$ cat src/rtl/sobel_v3_pkg.sv
// Shared types and constants for the Sobel burst-DMA accelerator.
package sobel_v3_pkg;

    typedef enum logic [2:0] {
        S_IDLE    = 3'd0,
        S_RD_CTRL = 3'd1,
        S_READ    = 3'd2,
        S_WR_CTRL = 3'd3,
        S_WRITE   = 3'd4,
        S_DONE    = 3'd5
    } state_e;

    localparam int         BEAT_BYTES    = 8;
    localparam logic [2:0] DMA_SIZE_64   = 3'd3;
    localparam int         DBG_STATE_LSB = 0;
    localparam int         DBG_STATE_W   = 3;
    localparam int         DBG_SIZE_ERR  = 3;

endpackage

$ cat src/rtl/sobel_v3_wbuf.sv
// Output burst buffer: packs edge bytes MSB-first into 64-bit beats.
// Starting a beat zeroes its remaining lanes, so a partial last beat is already padded.
module sobel_v3_wbuf
    import sobel_v3_pkg::*;
#(
    parameter int WR_BURST = 4,
    localparam int BW  = (WR_BURST > 1) ? $clog2(WR_BURST) : 1,
    localparam int NBW = $clog2(WR_BURST * BEAT_BYTES + 1)
) (
    input  logic           clk_i,
    input  logic           rst_ni,
    input  logic           clr_i,
    input  logic           wr_en_i,
    input  logic [7:0]     wr_byte_i,
    input  logic [BW-1:0]  rd_idx_i,
    output logic [63:0]    rd_beat_o,
    output logic           full_o,
    output logic [NBW-1:0] count_o
);

    localparam logic [NBW-1:0] CAP = NBW'(WR_BURST * BEAT_BYTES);

    logic [63:0]    mem_q [WR_BURST];
    logic [NBW-1:0] bytes_q, bytes_d;
    logic [BW-1:0]  wr_beat;
    logic [2:0]     wr_lane;
    logic [5:0]     wr_lsb;

    assign wr_lane   = bytes_q[2:0];
    assign wr_beat   = BW'(bytes_q >> 3);
    assign wr_lsb    = {~wr_lane, 3'b000};
    assign full_o    = (bytes_q == CAP);
    assign count_o   = bytes_q;
    assign rd_beat_o = mem_q[rd_idx_i];

    always_comb begin
        bytes_d = bytes_q;
        if (clr_i) begin
            bytes_d = '0;
        end else if (wr_en_i && !full_o) begin
            bytes_d = bytes_q + NBW'(1);
        end
    end

    always_ff @(posedge clk_i or negedge rst_ni) begin
        if (!rst_ni) begin
            bytes_q <= '0;
        end else begin
            bytes_q <= bytes_d;
        end
    end

    always_ff @(posedge clk_i) begin
        if (wr_en_i && !full_o && !clr_i) begin
            if (wr_lane == 3'd0) begin
                mem_q[wr_beat] <= {wr_byte_i, 56'd0};
            end else begin
                mem_q[wr_beat][wr_lsb +: 8] <= wr_byte_i;
            end
        end
    end

endmodule

$ cat src/rtl/sobel_v3_rtl_burst_dma64.sv
// Sobel edge accelerator: chunked window reads, per-beat edge computation,
// bursted 64-bit result writes over an ESP-style DMA interface.
module sobel_v3_rtl_burst_dma64
    import sobel_v3_pkg::*;
#(
    parameter int MAX_PIXELS = 4096,
    parameter int RD_CHUNK   = 64,
    parameter int WR_BURST   = 4
) (
    input  logic        clk,
    input  logic        rst,
    input  logic [31:0] conf_info_width,
    input  logic [31:0] conf_info_height,
    input  logic        conf_info_mode,
    input  logic [7:0]  conf_info_threshold,
    input  logic        conf_done,
    output logic        dma_read_ctrl_valid,
    output logic [31:0] dma_read_ctrl_data_index,
    output logic [31:0] dma_read_ctrl_data_length,
    output logic [2:0]  dma_read_ctrl_data_size,
    input  logic        dma_read_ctrl_ready,
    output logic        dma_read_chnl_ready,
    input  logic        dma_read_chnl_valid,
    input  logic [63:0] dma_read_chnl_data,
    output logic        dma_write_ctrl_valid,
    output logic [31:0] dma_write_ctrl_data_index,
    output logic [31:0] dma_write_ctrl_data_length,
    output logic [2:0]  dma_write_ctrl_data_size,
    input  logic        dma_write_ctrl_ready,
    input  logic        dma_write_chnl_ready,
    output logic        dma_write_chnl_valid,
    output logic [63:0] dma_write_chnl_data,
    output logic        acc_done,
    output logic [31:0] debug
);

    localparam int BW  = (WR_BURST > 1) ? $clog2(WR_BURST) : 1;
    localparam int NBW = $clog2(WR_BURST * BEAT_BYTES + 1);

    function automatic logic [7:0] sat_u8(input logic [11:0] v);
        return (|v[11:8]) ? 8'hFF : v[7:0];
    endfunction

    function automatic logic [11:0] abs12(input logic signed [11:0] v);
        return v[11] ? 12'(-v) : 12'(v);
    endfunction

    // Magnitude approximated as |gx|+|gy|, saturated to a byte.
    function automatic logic [7:0] sobel_filter(input logic [63:0] w);
        logic [7:0]         lu, cu, ru, lc, rc, lb, cb, rb;
        logic [11:0]        xp, xn, yp, yn;
        logic signed [11:0] gx, gy;
        {lu, cu, ru, lc, rc, lb, cb, rb} = w;
        xp = 12'(ru) + 12'(rb) + {3'd0, rc, 1'b0};
        xn = 12'(lu) + 12'(lb) + {3'd0, lc, 1'b0};
        yp = 12'(lb) + 12'(rb) + {3'd0, cb, 1'b0};
        yn = 12'(lu) + 12'(ru) + {3'd0, cu, 1'b0};
        gx = $signed(xp) - $signed(xn);
        gy = $signed(yp) - $signed(yn);
        return sat_u8(abs12(gx) + abs12(gy));
    endfunction

    state_e         state_q, state_d;
    logic [31:0]    num_pix_q, num_pix_d, rd_req_q, rd_req_d, pix_acc_q, pix_acc_d;
    logic [31:0]    chunk_left_q, chunk_left_d, wr_beats_q, wr_beats_d;
    logic [BW-1:0]  send_idx_q, send_idx_d;
    logic           mode_q, mode_d, size_err_q, size_err_d;
    logic [7:0]     thr_q, thr_d;
    logic [31:0]    frame_px, rd_rem, rd_len;
    logic [NBW-1:0] buf_count, buf_count_p7;
    logic [BW:0]    beats_held;
    logic           buf_full, buf_clr, buf_wr;
    logic [63:0]    buf_beat;
    logic [7:0]     edge_lum, out_byte;

    assign frame_px     = conf_info_width * conf_info_height;
    assign rd_rem       = num_pix_q - rd_req_q;
    assign rd_len       = (rd_rem > 32'(RD_CHUNK)) ? 32'(RD_CHUNK) : rd_rem;
    assign buf_count_p7 = buf_count + NBW'(BEAT_BYTES - 1);
    assign beats_held   = (BW+1)'(buf_count_p7 >> 3);
    assign edge_lum     = sobel_filter(dma_read_chnl_data);
    assign out_byte     = mode_q ? ((edge_lum >= thr_q) ? 8'hFF : 8'h00) : edge_lum;

    sobel_v3_wbuf #(.WR_BURST(WR_BURST)) u_wbuf (
        .clk_i     (clk),
        .rst_ni    (rst),
        .clr_i     (buf_clr),
        .wr_en_i   (buf_wr),
        .wr_byte_i (out_byte),
        .rd_idx_i  (send_idx_q),
        .rd_beat_o (buf_beat),
        .full_o    (buf_full),
        .count_o   (buf_count)
    );

    // Handshake outputs decode the registered state; buses read zero when idle.
    assign dma_read_ctrl_valid        = (state_q == S_RD_CTRL);
    assign dma_read_ctrl_data_index   = dma_read_ctrl_valid ? rd_req_q : '0;
    assign dma_read_ctrl_data_length  = dma_read_ctrl_valid ? rd_len : '0;
    assign dma_read_ctrl_data_size    = DMA_SIZE_64;
    assign dma_read_chnl_ready        = (state_q == S_READ) && !buf_full;
    assign dma_write_ctrl_valid       = (state_q == S_WR_CTRL);
    assign dma_write_ctrl_data_index  = dma_write_ctrl_valid ? wr_beats_q : '0;
    assign dma_write_ctrl_data_length = dma_write_ctrl_valid ? 32'(beats_held) : '0;
    assign dma_write_ctrl_data_size   = DMA_SIZE_64;
    assign dma_write_chnl_valid       = (state_q == S_WRITE);
    assign dma_write_chnl_data        = dma_write_chnl_valid ? buf_beat : '0;
    assign acc_done                   = (state_q == S_DONE);

    always_comb begin
        debug = '0;
        debug[DBG_STATE_LSB +: DBG_STATE_W] = state_q;
        debug[DBG_SIZE_ERR] = size_err_q;
    end

    always_comb begin
        state_d      = state_q;
        num_pix_d    = num_pix_q;
        rd_req_d     = rd_req_q;
        pix_acc_d    = pix_acc_q;
        chunk_left_d = chunk_left_q;
        wr_beats_d   = wr_beats_q;
        send_idx_d   = send_idx_q;
        mode_d       = mode_q;
        thr_d        = thr_q;
        size_err_d   = size_err_q;
        buf_clr      = 1'b0;
        buf_wr       = 1'b0;
        unique case (state_q)
            S_IDLE: begin
                if (conf_done) begin
                    num_pix_d    = frame_px;
                    rd_req_d     = '0;
                    pix_acc_d    = '0;
                    chunk_left_d = '0;
                    wr_beats_d   = '0;
                    send_idx_d   = '0;
                    mode_d       = conf_info_mode;
                    thr_d        = conf_info_threshold;
                    size_err_d   = (frame_px > 32'(MAX_PIXELS));
                    buf_clr      = 1'b1;
                    state_d      = ((frame_px == '0) || (frame_px > 32'(MAX_PIXELS))) ? S_DONE : S_RD_CTRL;
                end
            end
            S_RD_CTRL: begin
                if (dma_read_ctrl_ready) begin
                    rd_req_d     = rd_req_q + rd_len;
                    chunk_left_d = rd_len;
                    state_d      = S_READ;
                end
            end
            S_READ: begin
                if (dma_read_chnl_valid && dma_read_chnl_ready) begin
                    buf_wr       = 1'b1;
                    pix_acc_d    = pix_acc_q + 32'd1;
                    chunk_left_d = chunk_left_q - 32'd1;
                    // A full buffer or the frame's last pixel wins over an exhausted chunk.
                    if ((buf_count == NBW'(WR_BURST * BEAT_BYTES - 1)) || (pix_acc_d == num_pix_q)) begin
                        state_d = S_WR_CTRL;
                    end else if (chunk_left_q == 32'd1) begin
                        state_d = S_RD_CTRL;
                    end
                end
            end
            S_WR_CTRL: begin
                if (dma_write_ctrl_ready) begin
                    send_idx_d = '0;
                    state_d    = S_WRITE;
                end
            end
            S_WRITE: begin
                if (dma_write_chnl_ready) begin
                    wr_beats_d = wr_beats_q + 32'd1;
                    send_idx_d = send_idx_q + BW'(1);
                    if ({1'b0, send_idx_q} == beats_held - (BW+1)'(1)) begin
                        buf_clr = 1'b1;
                        if (pix_acc_q == num_pix_q) begin
                            state_d = S_DONE;
                        end else if (chunk_left_q != '0) begin
                            state_d = S_READ;
                        end else begin
                            state_d = S_RD_CTRL;
                        end
                    end
                end
            end
            S_DONE: begin
                if (!conf_done) begin
                    state_d = S_IDLE;
                end
            end
            default: state_d = S_IDLE;
        endcase
    end

    always_ff @(posedge clk or negedge rst) begin
        if (!rst) begin
            state_q      <= S_IDLE;
            num_pix_q    <= '0;
            rd_req_q     <= '0;
            pix_acc_q    <= '0;
            chunk_left_q <= '0;
            wr_beats_q   <= '0;
            send_idx_q   <= '0;
            mode_q       <= 1'b0;
            thr_q        <= '0;
            size_err_q   <= 1'b0;
        end else begin
            state_q      <= state_d;
            num_pix_q    <= num_pix_d;
            rd_req_q     <= rd_req_d;
            pix_acc_q    <= pix_acc_d;
            chunk_left_q <= chunk_left_d;
            wr_beats_q   <= wr_beats_d;
            send_idx_q   <= send_idx_d;
            mode_q       <= mode_d;
            thr_q        <= thr_d;
            size_err_q   <= size_err_d;
        end
    end

endmodule

$ cat config.mk
export PLATFORM = sky130hd
export DESIGN_NAME = sobel_v3_rtl_burst_dma64
export DESIGN_NICKNAME = d
export VERILOG_FILES = /design/src/rtl/sobel_v3_pkg.sv /design/src/rtl/sobel_v3_wbuf.sv /design/src/rtl/sobel_v3_rtl_burst_dma64.sv
export SDC_FILE = /design/constraint.sdc
export NUM_CORES = 2
export LEC_CHECK = 0
export CAP_MARGIN = 20
export CORE_ASPECT_RATIO = 1.25
export CORE_MARGIN = 5
export CORE_UTILIZATION = 55
export DETAILED_ROUTE_END_ITERATION = 10
export PLACE_DENSITY = 0.79
export SYNTH_ARGS = -nofsm -noshare
export SYNTH_HDL_FRONTEND = slang
export SYNTH_HIERARCHICAL = 1
export SYNTH_SLANG_ARGS = --single-unit
$ cat constraint.sdc
create_clock -name clk -period 5.76 [get_ports clk]
set_input_delay 1.152 -clock clk [delete_from_list [all_inputs] [get_ports clk]]
set_output_delay 1.152 -clock clk [all_outputs]
set_load 0.05 [all_outputs]
==> run summary <==
========================================================================================
Core area                                                                   80,260 sq um
TritonCTS clock tree                                                                 yes
Fmax                                                                           121.5 MHz
Remaining global-route overflow                                                        0
Number of global-route vias before repair                                         40,160
Max Buffers Root-to-Sink                                                               3
Number of clock sinks                                                                437
Die area                                                                    86,910 sq um
Share of flip-flops with an asynchronous set or reset after synthesis             41.42%
Critical path launch point                                                  dma_read_chnl_data[2]
Wire length of the first global-routing pass                                222,300 microns
Final net count                                                                    6,398
Count of routing violations after the opening detailed-route iteration             3,251
RePlAce Congestion                                                                0.9634
Number of remaining DRC errors                                                         0
Post-synth cell types                                                                 96
Growth of design area from synthesis to finish                                    31.34%
Setup repair after global routing missed its margin                                  yes
Total wire length                                                           149,000 microns
Top flip-flop cell by instance count after synthesis                            edfxtp_1
Endpoint, Worst Hold                                                        chunk_left_q[31]
Utilization after layout                                                          72.97%
Violations in the final reports                                             setup timing
Number of vias per cell                                                            5.827
Sequential fraction of the synthesis area                                         27.40%
Total via count after detailed routing                                            38,730
Capture point of the worst reg-to-reg path                                  rd_req_q[30]
Commonest non-fill, non-tap cell in the layout                                     buf_4
Average cell area after synthesis                                            9.638 sq um
Final hold vios                                                                        0
Root Buffer                                                                    clkbuf_16
Total of flip-flops plus latches after synthesis                                     437
Number of flops mapped to enable cells by yosys                                      256
Max_slew headroom                                                                 21.58%
Transition time at the pin with the least slew margin                            1176 ps
Most numerous cell on the critical path                                            buf_4
Clock latency reported for the late side of the worst-skew pair                   620 ps
Worst hold-check slack                                                          486.6 ps
Worst-path maximum fanout                                                              6
Result of the run                                                           finished with violations
CTS Hold Buffers Added                                                                 0
Detail Route Antenna Nets                                                              0
Pin count of the biggest net entering global routing                                  87
Type of the worst min-delay path                                            flip-flop to flip-flop
Antenna violations before repair                                                       8
Initial Util                                                                      55.56%
Reported max-cap violation count                                                       0
Fraction of layout instances using a drive strength above 1                       26.19%
Register-to-Register Setup Slack                                                 -530 ps
Number of slew-limit violations in the final report                                    0
Commonest non-fill, non-tap cells in the layout                             buf_4 (655), inv_1 (557), fa_1 (422)
Post-layout min period                                                           8231 ps
Number of instances in the synthesized netlist                                     4,627
Worst setup margin                                                              -2471 ps
Chip height                                                                 328.4 microns
HPWL after detailed placement                                               102,800 microns
Count of TritonRoute iterations in the first routing pass                              6
Data arrival time of the worst path                                              8570 ps
Hold path depth                                                                        1
Stage delay of the slowest cell on the critical path                              570 ps
Reg2reg path depth                                                                    28
Required @ worst endpoint                                                        6100 ps
Worst Path Class, Setup                                                     primary input to flip-flop
GRT Resource Usage Total                                                          32.37%
Portion of the clock cycle consumed by the worst path in the final layout         142.9%
Origin of the critical flop-to-flop path                                    num_pix_q[0]
Critical-path top delay cell                                                        fa_1
Setup violators final                                                                303
Horiz. Die Dim                                                              264.7 microns
Number of buffers added by the clock tree synthesis step                              46
Row Count                                                                            116
Mapped cell area                                                            44,590 sq um
H-Tree Depth                                                                           2
Clock transition at the registers of the reported paths                            60 ps
Number of top-level pins                                                             379
Number of warnings issued by yosys                                                     6
Type of element capturing the critical path                                    flip-flop
Hold Crit Start                                                             chunk_left_q[31]
Final Skew                                                                      36.24 ps
Pre-CTS WS                                                                      -3422 ps
Mean routed wirelength per cell                                             22.42 microns
Input/output buffers                                                                 290
Type of origin of the critical path                                         primary input
========================================================================================
-- worst max path at each step --
stage          slack [ps]  depth (start not counted)             endpoint
2_1_floorplan       -2300                         29           state_q[2]
3_3_place_gp        -3260                         42  u_wbuf/mem_q[0][30]
3_5_place_dp        -3420                         45   u_wbuf/mem_q[1][0]
4_1_cts             -2260                         28           state_q[2]
5_1_grt             -2820                         46  u_wbuf/mem_q[0][51]
6_report            -2470                         45  u_wbuf/mem_q[0][27]
-- layer usage --
| layer | GRT usage (%) | vias up | wire [microns] |
|---|---|---|---|
| met3 | 6.307 | 712 | 12710 |
| li1 | - | 16890 | - |
| met2 | 56.08 | 2119 | 74490 |
| met5 | 0 | - | 31 |
| met1 | 37.90 | 19010 | 50970 |
| met4 | 17.86 | 4 | 10810 |
-- worst max-delay path: cells and delay by family --
kind / cells / cell delay (ps)
compound gates: 14 / 2120
xor+xnor: 1 / 240
fa+ha+maj: 6 / 2380
buf+inv: 15 / 1560
simple gates: 9 / 1110
-- timing repair --
item                                    4_1_cts  5_1_grt
endpoints found under the setup margin      313      315
setup buffers                               110       48
resized for setup                           468      281
cloned                                       18        0
pin swaps                                   218      177
-- flip-flops by register name, summed over array words and instances, names as in the netlist --
signal,flops
send_idx_q,2
pix_acc_q,32
thr_q,8
chunk_left_q,32
u_wbuf/count_o,6
mode_q,1
state_q,3
size_err_q,1
rd_req_q,32
num_pix_q,32
u_wbuf/mem_q,256
wr_beats_q,32
-- cells in the mapped netlist, drive strengths merged, types with 28 or more instances --
| master | n | share of area, % |
|---|---|---|
| a21o | 45 | 0.76 |
| a21oi | 158 | 1.8 |
| and2 | 472 | 6.6 |
| and3 | 65 | 0.91 |
| buf | 130 | 1.9 |
| clkbuf | 181 | 1.5 |
| dfrtp | 181 | 10 |
| edfxtp | 256 | 17 |
| fa | 473 | 21 |
| ha | 238 | 6.7 |
| inv | 633 | 5.3 |
| mux4 | 64 | 3.2 |
| nand2 | 401 | 3.4 |
| nand2b | 38 | 0.53 |
| nand3 | 122 | 1.4 |
| nand4 | 37 | 0.52 |
| nor2 | 240 | 2.0 |
| nor3 | 49 | 0.56 |
| nor4 | 29 | 0.50 |
| o21ai | 193 | 2.2 |
| o31ai | 28 | 0.50 |
| xnor2 | 144 | 2.8 |
| xor2 | 104 | 2.0 |
-- kinds of logic (layout without fill, tap and decap cells) --
kind of cell	Yosys count	count (layout)	share of synthesized area, %
AO/OA/AOI/OAI	622	624	8.807
buffers and inverters	946	1786	8.785
multiplexers	80	80	3.608
other	2	118	0.01684
adder cells (fa/ha/maj)	711	711	27.91
flip-flops	437	437	27.40
XOR/XNOR	248	248	4.871
AND/OR/NAND/NOR	1581	1581	18.60
-- through the flow --
stage,instances,instance area [sq um],TNS [ps]
3_3_place_gp,6399,53400,-874840
2_1_floorplan,4737,45590,-604130
3_5_place_dp,6399,53400,-917970
6_report,6647,58570,-649900
4_1_cts,6605,57210,-574190
5_1_grt,6642,58560,-745320
-- cell type report --
class	instances	area [sq um]
Multi-Input combinational cell	3356	31120
Clock buffer	57	1222
Inverter	635	2406
Antenna cell	6	15.01
Tap cell	1062	1329
Clock inverter	27	435.4
Sequential cell	437	12220
Timing Repair Buffer	1067	9816
Fill cell	5199	21690
Power is not shown: default switching activity piles up to over one toggle a cycle in this logic, so the estimate is an artifact.
